--- src/rtl/async_pkg.sv ---
// Shared definitions for the two-phase dual-rail link: rail indexing, FSM states
// and the per-bit toggle pattern used to launch a token.
package async_pkg;

    localparam int RAIL_NUM = 2;
    localparam int RAIL_0   = 0;
    localparam int RAIL_1   = 1;

    typedef enum logic {
        IDLE,
        WAIT
    } desync_state_t;

    // Rail pattern that flips for one data bit: only the rail matching the value moves.
    function automatic logic [RAIL_NUM-1:0] tp_toggle_mask(input logic bit_val);
        logic [RAIL_NUM-1:0] mask;
        mask         = '0;
        mask[RAIL_1] = bit_val;
        mask[RAIL_0] = ~bit_val;
        return mask;
    endfunction

endpackage

--- src/rtl/desync_tp_ack_sync.sv ---
// Synchronizer for the asynchronous two-phase acknowledge: a SYNC_STAGES-deep
// flop chain (at least 2), cleared asynchronously by rst.
module ack_sync #(
    parameter int SYNC_STAGES = 2
) (
    input  logic clk,
    input  logic rst,
    input  logic ack_i,
    output logic ack_synced
);

    logic [SYNC_STAGES-1:0] sync_reg;

    genvar gi;
    generate
        for (gi = 0; gi < SYNC_STAGES; gi++) begin : g_stage
            if (gi == 0) begin : g_first
                always_ff @(posedge clk or posedge rst) begin
                    if (rst) sync_reg[gi] <= 1'b0;
                    else     sync_reg[gi] <= ack_i;
                end
            end else begin : g_chain
                always_ff @(posedge clk or posedge rst) begin
                    if (rst) sync_reg[gi] <= 1'b0;
                    else     sync_reg[gi] <= sync_reg[gi-1];
                end
            end
        end
    endgenerate

    assign ack_synced = sync_reg[SYNC_STAGES-1];

endmodule

--- src/rtl/desync_tp.sv ---
// Clocked-to-two-phase dual-rail transmitter. Optional one-word skid buffer is
// enabled by defining DESYNC_SKID_EN.
module desync_tp
    import async_pkg::*;
#(
    parameter int WIDTH       = 16,
    parameter int SYNC_STAGES = 2
) (
    input  logic                           clk,
    input  logic                           rst,
    input  logic                           in_valid,
    input  logic [WIDTH-1:0]               in_data,
    output logic                           in_ready,
    output logic [WIDTH-1:0][RAIL_NUM-1:0] out,
    input  logic                           ack_i,
    output logic                           busy
);

    desync_state_t                  state_reg, state_next;
    logic                           phase_reg, phase_next;
    logic                           spur_reg, spur_next;
    logic                           pend_reg, pend_next;
    logic [WIDTH-1:0]               pend_data_reg, pend_data_next;
    logic [WIDTH-1:0][RAIL_NUM-1:0] out_reg, out_next;
    logic [WIDTH-1:0][RAIL_NUM-1:0] pend_mask;
    logic                           ack_synced;
    logic                           ack_level;
    logic                           complete;

    ack_sync #(.SYNC_STAGES(SYNC_STAGES)) u_ack_sync (
        .clk        (clk),
        .rst        (rst),
        .ack_i      (ack_i),
        .ack_synced (ack_synced)
    );

`ifdef DESYNC_SKID_EN
    logic                           hold_valid_reg, hold_valid_next;
    logic [WIDTH-1:0]               hold_data_reg, hold_data_next;
    logic [WIDTH-1:0][RAIL_NUM-1:0] hold_mask;
`endif

    genvar gi;
    generate
        for (gi = 0; gi < WIDTH; gi++) begin : g_mask
            assign pend_mask[gi] = tp_toggle_mask(pend_data_reg[gi]);
`ifdef DESYNC_SKID_EN
            assign hold_mask[gi] = tp_toggle_mask(hold_data_reg[gi]);
`endif
        end
    endgenerate

    // spur_reg absorbs ack toggles seen while idle so they never count as a completion.
    assign ack_level = ack_synced ^ spur_reg;
    assign complete  = (state_reg == WAIT) && !pend_reg && (ack_level == phase_reg);

    always_comb begin
        state_next     = state_reg;
        phase_next     = phase_reg;
        spur_next      = spur_reg;
        pend_next      = 1'b0;
        pend_data_next = pend_data_reg;
        out_next       = out_reg;
`ifdef DESYNC_SKID_EN
        hold_valid_next = hold_valid_reg;
        hold_data_next  = hold_data_reg;
`endif
        // The accepted word is launched one edge after acceptance.
        if (pend_reg) out_next = out_reg ^ pend_mask;

        case (state_reg)
            IDLE: begin
                if (ack_level != phase_reg) spur_next = ~spur_reg;
                if (in_valid) begin
                    pend_next      = 1'b1;
                    pend_data_next = in_data;
                    phase_next     = ~phase_reg;
                    state_next     = WAIT;
                end
            end
            WAIT: begin
`ifdef DESYNC_SKID_EN
                if (complete) begin
                    if (hold_valid_reg) begin
                        out_next        = out_reg ^ hold_mask;
                        phase_next      = ~phase_reg;
                        hold_valid_next = 1'b0;
                    end else if (in_valid) begin
                        pend_next      = 1'b1;
                        pend_data_next = in_data;
                        phase_next     = ~phase_reg;
                    end else begin
                        state_next = IDLE;
                    end
                end else if (in_valid && !hold_valid_reg) begin
                    hold_data_next  = in_data;
                    hold_valid_next = 1'b1;
                end
`else
                if (complete) state_next = IDLE;
`endif
            end
            default: state_next = IDLE;
        endcase
    end

    always_ff @(posedge clk or posedge rst) begin
        if (rst) begin
            state_reg     <= IDLE;
            phase_reg     <= 1'b0;
            spur_reg      <= 1'b0;
            pend_reg      <= 1'b0;
            pend_data_reg <= '0;
            out_reg       <= '0;
        end else begin
            state_reg     <= state_next;
            phase_reg     <= phase_next;
            spur_reg      <= spur_next;
            pend_reg      <= pend_next;
            pend_data_reg <= pend_data_next;
            out_reg       <= out_next;
        end
    end

`ifdef DESYNC_SKID_EN
    always_ff @(posedge clk or posedge rst) begin
        if (rst) begin
            hold_valid_reg <= 1'b0;
            hold_data_reg  <= '0;
        end else begin
            hold_valid_reg <= hold_valid_next;
            hold_data_reg  <= hold_data_next;
        end
    end

    assign in_ready = (state_reg == IDLE) || !hold_valid_reg;
`else
    assign in_ready = (state_reg == IDLE);
`endif

    assign busy = (state_reg == WAIT);
    assign out  = out_reg;

endmodule
--- config.mk ---
export PLATFORM = sky130hd
export DESIGN_NAME = desync_tp
export DESIGN_NICKNAME = d
export VERILOG_FILES = /design/src/rtl/async_pkg.sv /design/src/rtl/desync_tp_ack_sync.sv /design/src/rtl/desync_tp.sv
export SDC_FILE = /design/constraint.sdc
export NUM_CORES = 1
export LEC_CHECK = 0
export ABC_CLOCK_PERIOD_IN_PS = 2900
export CORE_MARGIN = 2
export CORE_UTILIZATION = 66
export CTS_CLUSTER_DIAMETER = 60
export CTS_CLUSTER_SIZE = 10
export DETAILED_ROUTE_END_ITERATION = 10
export DONT_BUFFER_PORTS = 1
export PLACE_DENSITY = 0.82
export SETUP_SLACK_MARGIN = 0.5
export SLEW_MARGIN = 10
export SYNTH_ARGS = -nofsm -noshare
export SYNTH_HDL_FRONTEND = slang
export SYNTH_SLANG_ARGS = --single-unit
--- constraint.sdc ---
create_clock -name clk -period 2.9 [get_ports clk]
set_clock_uncertainty 0.2 [all_clocks]
set_input_delay 0.58 -clock clk [delete_from_list [all_inputs] [get_ports clk]]
set_output_delay 0.58 -clock clk [all_outputs]
set_load 0.01 [all_outputs]
Yosys cells after proc, flatten, opt, wreduce, memory -nomap -nowiden
Cells that the tools add are included.

word-level totals
  register bits = 54
  input port bits = 20
  output and inout bits = 34
  logic and storage cells = 55

cells by class
  equality and inequality tests = 2
  muxes and demuxes = 4
  bitwise logic cells = 21
  reductions and logical operators = 5

operator list
  kind                                   number
  32-bit XOR                             1
  1-bit NOT                              19
  2-bit AND reduction                    2
  1-bit two-way mux                      3
  1-bit logical AND                      2
  1-bit one-hot mux with 2 select lines  1
  1-bit == test                          1
  1-bit zero test                        1
  1-bit != test                          1
  1-bit XOR                              1

Logic depth before layout (Yosys ltp)
  depth in word-level cells = 5
  gate-level depth with buffers = 4
  gate-level depth less buffers = 2

Modules after synthesis
A second synthesis with hierarchy kept.

second synthesis, totals
  cells, all modules = 150
  area, all modules = 2138.3 sq um

by module, submodules not included
  module     instances  cells each  area each (sq um)  seq. area each (sq um)
  desync_tp  1          147         2084.5             1301.2
  ack_sync   1          3           53.8               50.0

Worst setup path before layout
No wires, ideal clock.

  kind = input-to-reg
  start point = input in_valid
  end point = register pend_data_reg[0]
  library setup time = 0.125 ns
  data arrival time = 1.273 ns
  required time = 2.575 ns
  setup slack = 1.302 ns
  cell stages on the path = 4
  buffers on the path = 2
  path through = nor2b_2 -> buf_6 -> buf_12 -> mux2_4

between the ends
  word-level cells in the longest chain between the ends = 1

ends and longest elaborated chain
  item                           RTL line          text
  start: declaration             desync_tp.sv:11   input logic in_valid,
  2-bit AND reduction (no line)  n/a
  end signal: assignment         desync_tp.sv:120  pend_data_reg <= pend_data_next;
  end: declaration               desync_tp.sv:23   logic [WIDTH-1:0] pend_data_reg, pend_data_next;

No other way between the ends.
A chain may end at the register's enable or synchronous reset.

Worst setup path in the final report
  start point = register state_reg, in the netlist busy
  end point = output in_ready

between the ends
  word-level cells in the longest chain between the ends = 1

ends and longest elaborated chain
  item                      RTL line          text
  start: declaration        desync_tp.sv:19   desync_state_t state_reg, state_next;
  start signal: assignment  desync_tp.sv:116  state_reg <= state_next;
  1-bit NOT                 n/a
  end: declaration          desync_tp.sv:13   output logic in_ready,

No other way between the ends.

==> metrics.md <==
| Metric | Value |
|---|---|
| Placed cell count | 191 |
| Family with the most delay on the worst path | flip-flops |
| Top post-synthesis cells by area | dfrtp_1 (63%), xnor2_1 (13%), mux2_4 (5.6%) |
| Sequential area share after synthesis | 0.633 |
| Post-CTS Hold Buffers | 1 |
| Hold_sp | in_data[2] |
| Max Cap Viol | 0 |
| Fin crit share | 0.615 |
| Fillers | 220 |
| PwrDens | 1160 nW/um^2 |
| Ant. Diodes | 0 |
| Total wire length | 3260 um |
| Layout cells sized above 1 | 0.185 |
| Global route total overflow | 0 |
| Status | finished, final reports clean |
| Dominant cell by count in the synthesized netlist | dfrtp_1 |
| Slew headroom | 0.351 |
| Routed met3 length | 197 um |
| Max stage delay on crit path | 0.48 ns |
| FF-to-FF End | out[24] |
| Mean Syn Cell Area | 14.3 sq um |
| CP Capture Type | primary output |
| Commonest cells in the netlist | dfrtp_1 (54), xnor2_1 (32), nand2_1 (16), nand2b_1 (16), mux2_2 (9) |
| RSZ-0062 raised after global routing | false |
| Reg-to-reg slack, setup | 1.23 ns |
| Top cell type by total area after synthesis | dfrtp_1 |
| Die height | 60.9 um |
| H-Tree Depth | 2 |
| Buffers on Ports | 0 |
| Number of setup buffers added after CTS | 0 |
| Register-to-Register Path Depth | 2 |
| WP buf/inv | 1 |
| Reg2reg start | pend_reg |
| Power Total | 2610 uW |
| Ys Warns | 0 |
| Leakage | 0.000950 uW |
| Critical-path top delay cell | dfrtp_1 |
| Final Non-Filler Cells | 201 |
| Resized cells post-CTS | 0 |
| Syn_nets | 169 |
| Reg clk slew, reported paths | 0.14 ns |
| Io pins | 54 |
| Vias in the first global route | 1073 |
| M1 WL | 1370 um |
| Clock sinks | 54 |
| Worst Path Required | 2.12 ns |
| Starting Density | 0.699 |
| Drt drc | 0 |
| Fin Hold WS | 0.151 ns |
| Critical Path Source Type | register |
| Synth async-reset ratio | 1.00 |
| Post-Syn Area | 2130 sq um |
| Post-route setup TNS | 0 ns |
| F_max | 561 MHz |
| Critical path peak fanout | 5 |
| Core Area | 3050 sq um |
| DRT antenna net count | 0 |
| First-pass iteration count of the detailed router | 4 |
| Synth-to-Final Area Change | 4.98% |
| Hold Fails Final Rpt | 0 |
| Synth Register Bits | 54 |
| Slew Limit Fails | 0 |
| Total CTS buffers | 5 |
| Mapped Cells | 149 |
| Via count | 1034 |
| Initial antenna violation count | 0 |
| WS Path Type | register to primary output |
| Clock insertion delay at the later pin of the skew report | 0.36 ns |
| Clock Path Buffers | 2 |
| WHS Endpoint | pend_data_reg[2] |
| Final net count | 176 |
| Post-layout min period | 1.78 ns |
| HP Class | primary input to register |
| Worst Path Arrival | 1.00 ns |
| Ys flop type | dfrtp_1 |
| Placer Congestion | 0.600 |
| Die area | 3710 sq um |
| Worst-path cell chain | inv_1 |
| Top cell type's share of synthesized area | 0.633 |
| CTS tree | done |
| First-pass GRT wire length | 5250 um |
| EDFF count, synth | 0 |
| DIE WIDTH | 60.9 um |
| CTS Root Cell | clkbuf_4 |
| Highest metal used | met4 |
| Worst-margin pin slew | 0.973 ns |
| Pin count of the biggest net entering global routing | 34 |
| Initial drt markers | 47 |
| Final setup violation count | 0 |
| Hpwl dp | 2320 um |
| Largest register FFs | 32 |
| Peak VDD IR | 0.581 mV |
| DR WL/cell | 16.2 um |
| GR Util All Layers | 0.203 |
| Cell variety after synth | 16 |
| Via-to-Cell Ratio | 5.14 |
| Met2 WL | 1630 um |
| Hold path depth | 1 |
| Row cnt | 20 |
-- per-layer routing --
metal	global-route usage	up-vias
li1	-	476
met1	0.247	515
met2	0.330	37
met3	0.0725	6
met4	0.0839	0
met5	0	-
-- worst reg2reg max path: cells and delay by family (launching register included) --
| family | cells | cell delay, ns |
|---|---|---|
| flip-flops | 1 | 1.01 |
| AND/OR/NAND/NOR | 1 | 0.19 |
| XOR/XNOR | 1 | 0.17 |
-- power by group --
part | total, uW | switching (uW) | internal [uW]
registers | 1590 | 460 | 1130
clock network | 331 | 213 | 118
logic | 683 | 227 | 456
total | 2610 | 900 | 1710
-- cell type report --
class | instances | area, sq um | share of cell area
Sequential cell | 54 | 1350 | 0.603
Multi-Input combinational cell | 87 | 721 | 0.322
Clock buffer | 7 | 55.1 | 0.0246
Tap cell | 44 | 55.1 | 0.0246
Timing Repair Buffer | 5 | 42.5 | 0.0190
Inverter | 3 | 11.3 | 0.00503
Clock inverter | 1 | 5.00 | 0.00223
-- worst max-delay path by stage --
stage,startpoint,endpoint,slack (ns),depth (start not counted)
finish,busy,in_ready,1.12,1
global route,busy,in_ready,1.04,1
CTS,busy,in_ready,1.09,1
detailed placement,in_valid,pend_data_reg[14],1.21,3
global placement,in_valid,pend_data_reg[15],1.24,3
floorplan,rst,busy,0.81,1
-- metrics by stage --
step / util / setup WS (ns) / area, sq um
finish: 0.734 / 1.12 / 2240
global route: 0.734 / 1.04 / 2240
floorplan: - / 0.805 / 2130
global placement: 0.708 / 1.24 / 2160
detailed placement: 0.708 / 1.21 / 2160
CTS: 0.731 / 1.09 / 2230
-- kinds of logic after synthesis --
kind of cell	synth area share
AOI/OAI and AO/OA	0.00293
xor gates and xnor gates	0.150
buffers and inverters	0.0293
DFF	0.633
muxes	0.104
and+or+nand+nor	0.0809
-- placed cells by master, fill, tap and decap left out, drive strengths merged --
cell / instances
inv: 3
nand2b: 16
clkinv: 1
xnor3: 1
dfrtp: 54
buf: 3
dlygate4sd3: 2
clkbuf: 7
mux2: 17
nand2: 16
nor2b: 1
xnor2: 32
a31oi: 1
nor2: 1
xor2: 2
No activity file was read; power rests on OpenSTA's default activity.
